**src/rtl/clock_pkg.sv**
```systemverilog
// clock_pkg: mode encoding and counter limits shared by the clock control logic.
package clock_pkg;

  typedef enum logic [1:0] {
    MODE_RUN     = 2'd0,
    MODE_SET_HR  = 2'd1,
    MODE_SET_MIN = 2'd2
  } mode_e;

  localparam logic [5:0] SEC_MAX = 6'd59;
  localparam logic [5:0] MIN_MAX = 6'd59;
  localparam logic [4:0] HR_MAX  = 5'd23;

endpackage

```
**src/rtl/edge_detect.sv**
```systemverilog
// edge_detect: one-cycle pulse on a rising edge of a synchronous level.
// The history flop resets to 1 so a level held high through reset gives no edge.
module edge_detect (
  input  logic clk,
  input  logic reset,
  input  logic din,
  output logic rise
);

  logic hist_q;
  logic hist_d;

  // History is simply the previous-cycle copy of the input.
  always_comb begin
    hist_d = din;
  end

  // History register with synchronous active-low reset.
  // NOTE: sequential state uses non-blocking (<=) so every flop samples pre-edge values.
  always_ff @(posedge clk) begin
    if (!reset) begin
      hist_q <= 1'b1;
    end else begin
      hist_q <= hist_d;
    end
  end

  assign rise = din & ~hist_q;

endmodule

```
**src/rtl/clock_ctrl_fsm.sv**
```systemverilog
// clock_ctrl_fsm: 1 Hz prescaler, RUN/SET_HR/SET_MIN mode FSM and the registered
// en_*/clr_* strobes that advance, wrap and cascade the time counters.
// Optional feature: define CLOCK_CTRL_BLINK_EN to build the 2 Hz blink divider.
module clock_ctrl_fsm
  import clock_pkg::*;
#(
  parameter int TICK_DIV = 50_000_000
) (
  input  logic       clk,
  input  logic       reset,
  input  logic       btn_mode,
  input  logic       btn_inc,
  input  logic [5:0] sec,
  input  logic [5:0] min,
  input  logic [4:0] hour,
  output logic       en_sec,
  output logic       clr_sec,
  output logic       en_min,
  output logic       clr_min,
  output logic       en_hr,
  output logic       clr_hr,
  output logic       tick_1hz,
  output logic [1:0] mode,
  output logic       blink
);

  localparam int               PW         = $clog2(TICK_DIV);
  localparam logic [PW-1:0]    PRESC_LAST = PW'(TICK_DIV - 1);

  logic          mode_rise;
  logic          inc_rise;

  mode_e         state_q,   state_d;
  logic [PW-1:0] presc_q,   presc_d;
  logic          en_sec_q,  en_sec_d;
  logic          clr_sec_q, clr_sec_d;
  logic          en_min_q,  en_min_d;
  logic          clr_min_q, clr_min_d;
  logic          en_hr_q,   en_hr_d;
  logic          clr_hr_q,  clr_hr_d;
  logic          tick_q,    tick_d;

  edge_detect u_mode_edge (
    .clk  (clk),
    .reset(reset),
    .din  (btn_mode),
    .rise (mode_rise)
  );

  edge_detect u_inc_edge (
    .clk  (clk),
    .reset(reset),
    .din  (btn_inc),
    .rise (inc_rise)
  );

  // Next state, prescaler and strobe decode; a mode edge always beats an increment edge.
  always_comb begin
    // NOTE: every always_comb output gets a default first so no path can infer a latch.
    state_d   = state_q;
    presc_d   = presc_q;
    en_sec_d  = 1'b0;
    clr_sec_d = 1'b0;
    en_min_d  = 1'b0;
    clr_min_d = 1'b0;
    en_hr_d   = 1'b0;
    clr_hr_d  = 1'b0;
    tick_d    = 1'b0;

    case (state_q)
      MODE_RUN: begin
        if (presc_q == PRESC_LAST) begin
          presc_d = '0;
          tick_d  = 1'b1;
          if (sec != SEC_MAX) begin
            en_sec_d = 1'b1;
          end else begin
            clr_sec_d = 1'b1;
            if (min != MIN_MAX) begin
              en_min_d = 1'b1;
            end else begin
              clr_min_d = 1'b1;
              if (hour != HR_MAX) en_hr_d  = 1'b1;
              else                clr_hr_d = 1'b1;
            end
          end
        end else begin
          presc_d = presc_q + PW'(1);
        end
        // Increment edges are ignored while the clock is running.
        if (mode_rise) begin
          state_d = MODE_SET_HR;
          presc_d = '0;
        end
      end

      MODE_SET_HR: begin
        presc_d = '0;
        if (mode_rise) begin
          state_d = MODE_SET_MIN;
        end else if (inc_rise) begin
          if (hour != HR_MAX) en_hr_d  = 1'b1;
          else                clr_hr_d = 1'b1;
        end
      end

      MODE_SET_MIN: begin
        presc_d = '0;
        if (mode_rise) begin
          // Restart the second from zero so the first RUN tick is a full period away.
          state_d   = MODE_RUN;
          clr_sec_d = 1'b1;
        end else if (inc_rise) begin
          // Minutes wrap on their own; setting never carries into hours.
          if (min != MIN_MAX) en_min_d  = 1'b1;
          else                clr_min_d = 1'b1;
        end
      end

      default: begin
        state_d = MODE_RUN;
        presc_d = '0;
      end
    endcase
  end

  // State, prescaler and registered strobes; reset overrides any pending strobe.
  always_ff @(posedge clk) begin
    if (!reset) begin
      state_q   <= MODE_RUN;
      presc_q   <= '0;
      en_sec_q  <= 1'b0;
      clr_sec_q <= 1'b0;
      en_min_q  <= 1'b0;
      clr_min_q <= 1'b0;
      en_hr_q   <= 1'b0;
      clr_hr_q  <= 1'b0;
      tick_q    <= 1'b0;
    end else begin
      state_q   <= state_d;
      presc_q   <= presc_d;
      en_sec_q  <= en_sec_d;
      clr_sec_q <= clr_sec_d;
      en_min_q  <= en_min_d;
      clr_min_q <= clr_min_d;
      en_hr_q   <= en_hr_d;
      clr_hr_q  <= clr_hr_d;
      tick_q    <= tick_d;
    end
  end

  assign en_sec   = en_sec_q;
  assign clr_sec  = clr_sec_q;
  assign en_min   = en_min_q;
  assign clr_min  = clr_min_q;
  assign en_hr    = en_hr_q;
  assign clr_hr   = clr_hr_q;
  assign tick_1hz = tick_q;
  assign mode     = state_q;

`ifdef CLOCK_CTRL_BLINK_EN
  localparam int            BLINK_DIV  = TICK_DIV / 4;
  localparam int            BW         = $clog2(BLINK_DIV);
  localparam logic [BW-1:0] BLINK_LAST = BW'(BLINK_DIV - 1);

  logic [BW-1:0] bcnt_q,  bcnt_d;
  logic          blink_q, blink_d;

  // Half-period divider for the blink square wave; held cleared whenever RUN is next.
  always_comb begin
    bcnt_d  = bcnt_q;
    blink_d = blink_q;
    if (state_d == MODE_RUN) begin
      bcnt_d  = '0;
      blink_d = 1'b0;
    end else if (bcnt_q == BLINK_LAST) begin
      bcnt_d  = '0;
      blink_d = ~blink_q;
    end else begin
      bcnt_d = bcnt_q + BW'(1);
    end
  end

  // Blink divider registers.
  always_ff @(posedge clk) begin
    if (!reset) begin
      bcnt_q  <= '0;
      blink_q <= 1'b0;
    end else begin
      bcnt_q  <= bcnt_d;
      blink_q <= blink_d;
    end
  end

  assign blink = blink_q;
`else
  assign blink = 1'b0;
`endif

endmodule
```
**config.mk**
```make
export PLATFORM = sky130hd
export DESIGN_NAME = clock_ctrl_fsm
export DESIGN_NICKNAME = d
export VERILOG_FILES = /design/src/rtl/clock_pkg.sv /design/src/rtl/edge_detect.sv /design/src/rtl/clock_ctrl_fsm.sv
export SDC_FILE = /design/constraint.sdc
export NUM_CORES = 1
export LEC_CHECK = 0
export ABC_AREA = 1
export ABC_CLOCK_PERIOD_IN_PS = 1700
export BUFFER_PORTS_ARGS = -buffer_cell sky130_fd_sc_hd__clkbuf_2
export CAP_MARGIN = 0
export CORE_ASPECT_RATIO = 1.4
export CORE_MARGIN = 4
export CORE_UTILIZATION = 55
export DETAILED_ROUTE_END_ITERATION = 6
export PLACE_DENSITY = 0.75
export SETUP_SLACK_MARGIN = 0.15
export SYNTH_ARGS = -nofsm -noshare
export SYNTH_HDL_FRONTEND = slang
export SYNTH_HIERARCHICAL = 1
export SYNTH_SLANG_ARGS = --single-unit
```
**constraint.sdc**
```tcl
create_clock -name clk -period 1.7 [get_ports clk]
set_input_delay 0.085 -clock clk [delete_from_list [all_inputs] [get_ports clk]]
set_output_delay 0.085 -clock clk [all_outputs]
set_load 0.02 [all_outputs]
```
==> qor_table.md <==
| Stage | Item | Value |
|:---|:---|:---|
| sta | Clock Skew | 0.00783 ns |
| pwr | Net load switching power | 387 uW |
| global route | Remaining global-route overflow | 0 |
| drt | Drt initial violations | 108 |
| sta | Final worst hold slack | 0.0455 ns |
| cts | Level count of the clock H-tree | 2 |
| flow run | Max capacitance violation total | 0 |
| synth | Syn Area/Cell | 6.66 sq um |
| sta | Final count of negative-setup-slack endpoints | 0 |
| layout | Net count, final | 364 |
| critical path | Crit path buffers/inverters | 1 |
| place | Post-place instance area | 0.00213 sq mm |
| synth | Most area-consuming cells after synthesis | sky130_fd_sc_hd__dfxtp_1 (38%), sky130_fd_sc_hd__nand2_1 (15%), sky130_fd_sc_hd__nor2_1 (11%), sky130_fd_sc_hd__inv_1 (6.8%), sky130_fd_sc_hd__nand3_1 (4.9%) |
| place | Post-placement worst setup slack | 0.0956 ns |
| global route | Total GRT Usage | 21.9% |
| cts | Post-CTS clock slew at the launch and capture registers of the worst setup and hold paths | 0.07 ns |
| critical path | Crit Path Class | register to register |
| pwr | Fraction of power consumed by the clock network | 37.5% |
| synth | Largest area contributor in the synthesized netlist | sky130_fd_sc_hd__dfxtp_1 |
| place | HPWL reported at the end of detailed placement | 3.30 mm |
| synth | Count of unique library cells instantiated by Yosys | 24 |
| place | Gp weighted congestion | 0.863 |
| drt | Routed via count divided by cell count | 5.11 |
| run status | Outcome | finished clean |
| sta | Final slew viol count | 0 |
| sta | Setup ws final | 0.159 ns |
| global route | First-pass GRT wire length | 7.66 mm |
| floorplanning | Row cnt | 25 |
| critical path | Cell with the largest stage delay on the worst path | sky130_fd_sc_hd__dfxtp_1 |
| drt | Post-route ant nets | 0 |
| synth | Synth Register Bits | 37 |
| sta | Period utilisation layout | 90.6% |
| cts | Maximum clock insertion buffer count | 2 |
| global route | Via count of the first global-routing pass | 1791 |
| critical path | Top fanout value on the critical path | 4 |
| critical path | Worst Path Arrival | 1.76 ns |
| floorplanning | Number of top-level pins | 31 |
| drt | Total wire length after detailed routing | 4.84 mm |
| pwr | Internal cell power | 1.26 mW |
| global route | Maximum number of pins on one net before global-route repair | 13 |
| synth | Sequential-to-total area share from yosys stat | 38.3% |
| drt | Routed length per instance | 12.7 microns |
| drt | First-pass DRT Iterations | 4 |
| pwr | Proportion of total power due to net switching | 23.5% |
| layout | Ratio of cells with drive above 1 in the final layout | 21.6% |
| cts | Buffer cell driving the clock tree root | sky130_fd_sc_hd__clkbuf_8 |
| synth | Yosys warns | 6 |
| pwr | Comb power frac | 8.6% |
| cts | Num CTS Buffers | 5 |
| drt | Detailed-route DRC error count | 0 |
| floorplanning | Chip height | 78.1 microns |
| floorplanning | Effective utilization at floorplan | 57.2% |
| synth | Yosys top cell area share | 38.3% |
| pwr | Post-layout total power | 1.65 mW |
| pwr | Lkg Pwr | 1.03 nW |
| critical path | Critical Path, Cell by Cell | nand2_1, nor2_2, buf_4, nand3_1, nor2_1, nand3b_1, a21oi_1 |
| global route | Antenna violations before repair | 0 |
| layout | Area growth syn-to-layout | 25.0% |
| floorplanning | Floorplan core area | 0.00338 sq mm |
| pwr | IR Drop Worst-Case VDD | 0.895 mV |
| synth | Number of nets produced by synthesis | 312 |
| cts | Number of clock sinks seen by CTS | 37 |
| sta | Clock period minus worst slack | 1.54 ns |
| floorplanning | Die Footprint | 0.00454 sq mm |
| cts | Clock network latency to the later pin of the worst-skew pair | 0.29 ns |
| critical path | Endpoint kind of the worst setup timing path | register |
| place | Port-buffer cells | 29 |
| drt | Via Count | 1951 |
| pwr | Pwr per Cell Area | 684 mW/mm^2 |
| critical path | Crit-path max cell delay | 0.40 ns |
| sta | Total Negative Setup Slacks | 0 ns |
| layout | Diode insertion count for antenna repair | 0 |
| sta | Fmax | 649 MHz |
| sta | Count of endpoints failing hold in the final timing report | 0 |
| cts | TritonCTS clock tree | built |
| critical path | Critical Path RT | 1.92 ns |
| min path | Hold Path Class | input pin to register |
| synth | Number of standard cells after synthesis | 290 |
| critical path | Startpoint kind of the worst setup timing path | register |
| pwr | Reg power frac | 53.9% |
| critical path | Critical path's top delay family | simple AND/OR/NAND/NOR gates |
| synth | Post-Synthesis Cell Area | 0.00193 sq mm |
| floorplanning | Horizontal extent of the die | 58.1 microns |
| layout | Finished Cell Area | 0.00241 sq mm |
| sta | RSZ-0062 raised after global routing | no |
synth_stat cells (all sizes together):
master  number
inv         36
nand3b       5
a21oi       18
nand3       20
conb         1
xnor2        4
xor2         6
nand2       79
nor3b        1
ha           1
nor3         3
o21ai        4
buf          3
nand4        5
nor2        66
or2          1
dfxtp       37
placed cells by master, fill, tap and decap left out, types with 2 or more instances in the layout:
| master | instances |
|---|---|
| sky130_fd_sc_hd__nand2_1 | 74 |
| sky130_fd_sc_hd__nor2_1 | 56 |
| sky130_fd_sc_hd__dfxtp_1 | 35 |
| sky130_fd_sc_hd__inv_1 | 34 |
| sky130_fd_sc_hd__clkbuf_2 | 29 |
| sky130_fd_sc_hd__nand3_1 | 19 |
| sky130_fd_sc_hd__a21oi_1 | 17 |
| sky130_fd_sc_hd__buf_4 | 12 |
| sky130_fd_sc_hd__xor2_1 | 6 |
| sky130_fd_sc_hd__clkbuf_8 | 6 |
| sky130_fd_sc_hd__nor2_4 | 5 |
| sky130_fd_sc_hd__nor2_2 | 5 |
| sky130_fd_sc_hd__nand3b_1 | 5 |
| sky130_fd_sc_hd__nand4_1 | 5 |
| sky130_fd_sc_hd__nand3_4 | 4 |
| sky130_fd_sc_hd__xnor2_1 | 4 |
| sky130_fd_sc_hd__o21ai_0 | 4 |
| sky130_fd_sc_hd__dlygate4sd3_1 | 4 |
| sky130_fd_sc_hd__nand2_2 | 3 |
| sky130_fd_sc_hd__nand2_4 | 2 |
| sky130_fd_sc_hd__nor3_1 | 2 |
| sky130_fd_sc_hd__dfxtp_2 | 2 |
final timing paths:
path | start | end | slack, ns | cells past startpoint
setup / recovery | presc_q[12] | presc_q[20] | 0.16 | 7
hold / removal | hour[4] | clr_hr | 0.05 | 3
setup reg to reg | presc_q[12] | presc_q[20] | 0.16 | 7
hold reg to reg | presc_q[0] | presc_q[0] | 0.44 | 1
power by group through the flow:
stage / logic (mW) / registers (mW) / clock network [mW]
after global placement: 0.0983 / 0.906 / 0
after global routing: 0.161 / 0.892 / 0.667
after CTS: 0.116 / 0.886 / 0.630
final: 0.142 / 0.890 / 0.619
after floorplan: 0.0690 / 0.908 / 0
after detailed placement: 0.101 / 0.906 / 0
through the flow:
step | util (%) | instances
after floorplan | - | 290
after global routing | 71.5 | 382
after global placement | 63.0 | 360
after detailed placement | 63.0 | 360
after CTS | 67.2 | 372
final | 71.5 | 382
registers in the layout, summed over array words and instances, names as in the netlist:
register            count
tick_1hz                1
presc_q                26
clr_min                 1
mode                    2
en_sec                  1
en_hr                   1
u_inc_edge/hist_q       1
u_mode_edge/hist_q      1
en_min                  1
clr_sec                 1
clr_hr                  1
logic make-up (layout without fill, tap and decap cells):
family	after synthesis	in the layout	synth area share, %
AOI/OAI and AO/OA	22	22	5.70
xor gates and xnor gates	10	10	4.53
adders and majority gates	1	1	0.648
buffers and inverters	39	88	8.55
DFF	37	37	38.3
other	1	1	0.194
and+or+nand+nor	180	183	42.0
layout make-up:
| cell class | count | area, sq um |
|---|---|---|
| fillers | 288 | 963 |
| flip-flops and latches | 37 | 743 |
| clock buffers | 7 | 86.3 |
| repair buffers | 45 | 275 |
| multi-input cells | 217 | 1120 |
| well taps | 40 | 50.0 |
| inverters | 36 | 139 |
worst min-delay path, stage by stage:
cell	delay, ns
sky130_fd_sc_hd__clkbuf_2	0.09
sky130_fd_sc_hd__nand4_1	0.08
sky130_fd_sc_hd__a21oi_1	0.04
timing repair:
| action | 4_1_cts | 5_1_grt |
|---|---|---|
| buffers inserted | 0 | 8 |
| endpoints found under the hold margin | 2 | 0 |
| resized for setup | 1 | 14 |
| setup endpoints to repair | 23 | 29 |
| pin swaps | 0 | 6 |
| hold buffers | 4 | 0 |
| cloned | 1 | 2 |
layer usage:
| layer | track usage (%) | wire, microns | up-vias | share of wire (%) |
|---|---|---|---|---|
| li1 | - | - | 1012 | - |
| met1 | 23.4 | 1860 | 845 | 38 |
| met2 | 39.1 | 2430 | 67 | 50 |
| met3 | 4.93 | 271 | 27 | 5.6 |
| met4 | 10.9 | 289 | 0 | 6.0 |
| met5 | 0 | 0 | - | 0 |
Note: power is estimated with default switching activity, not from simulation.
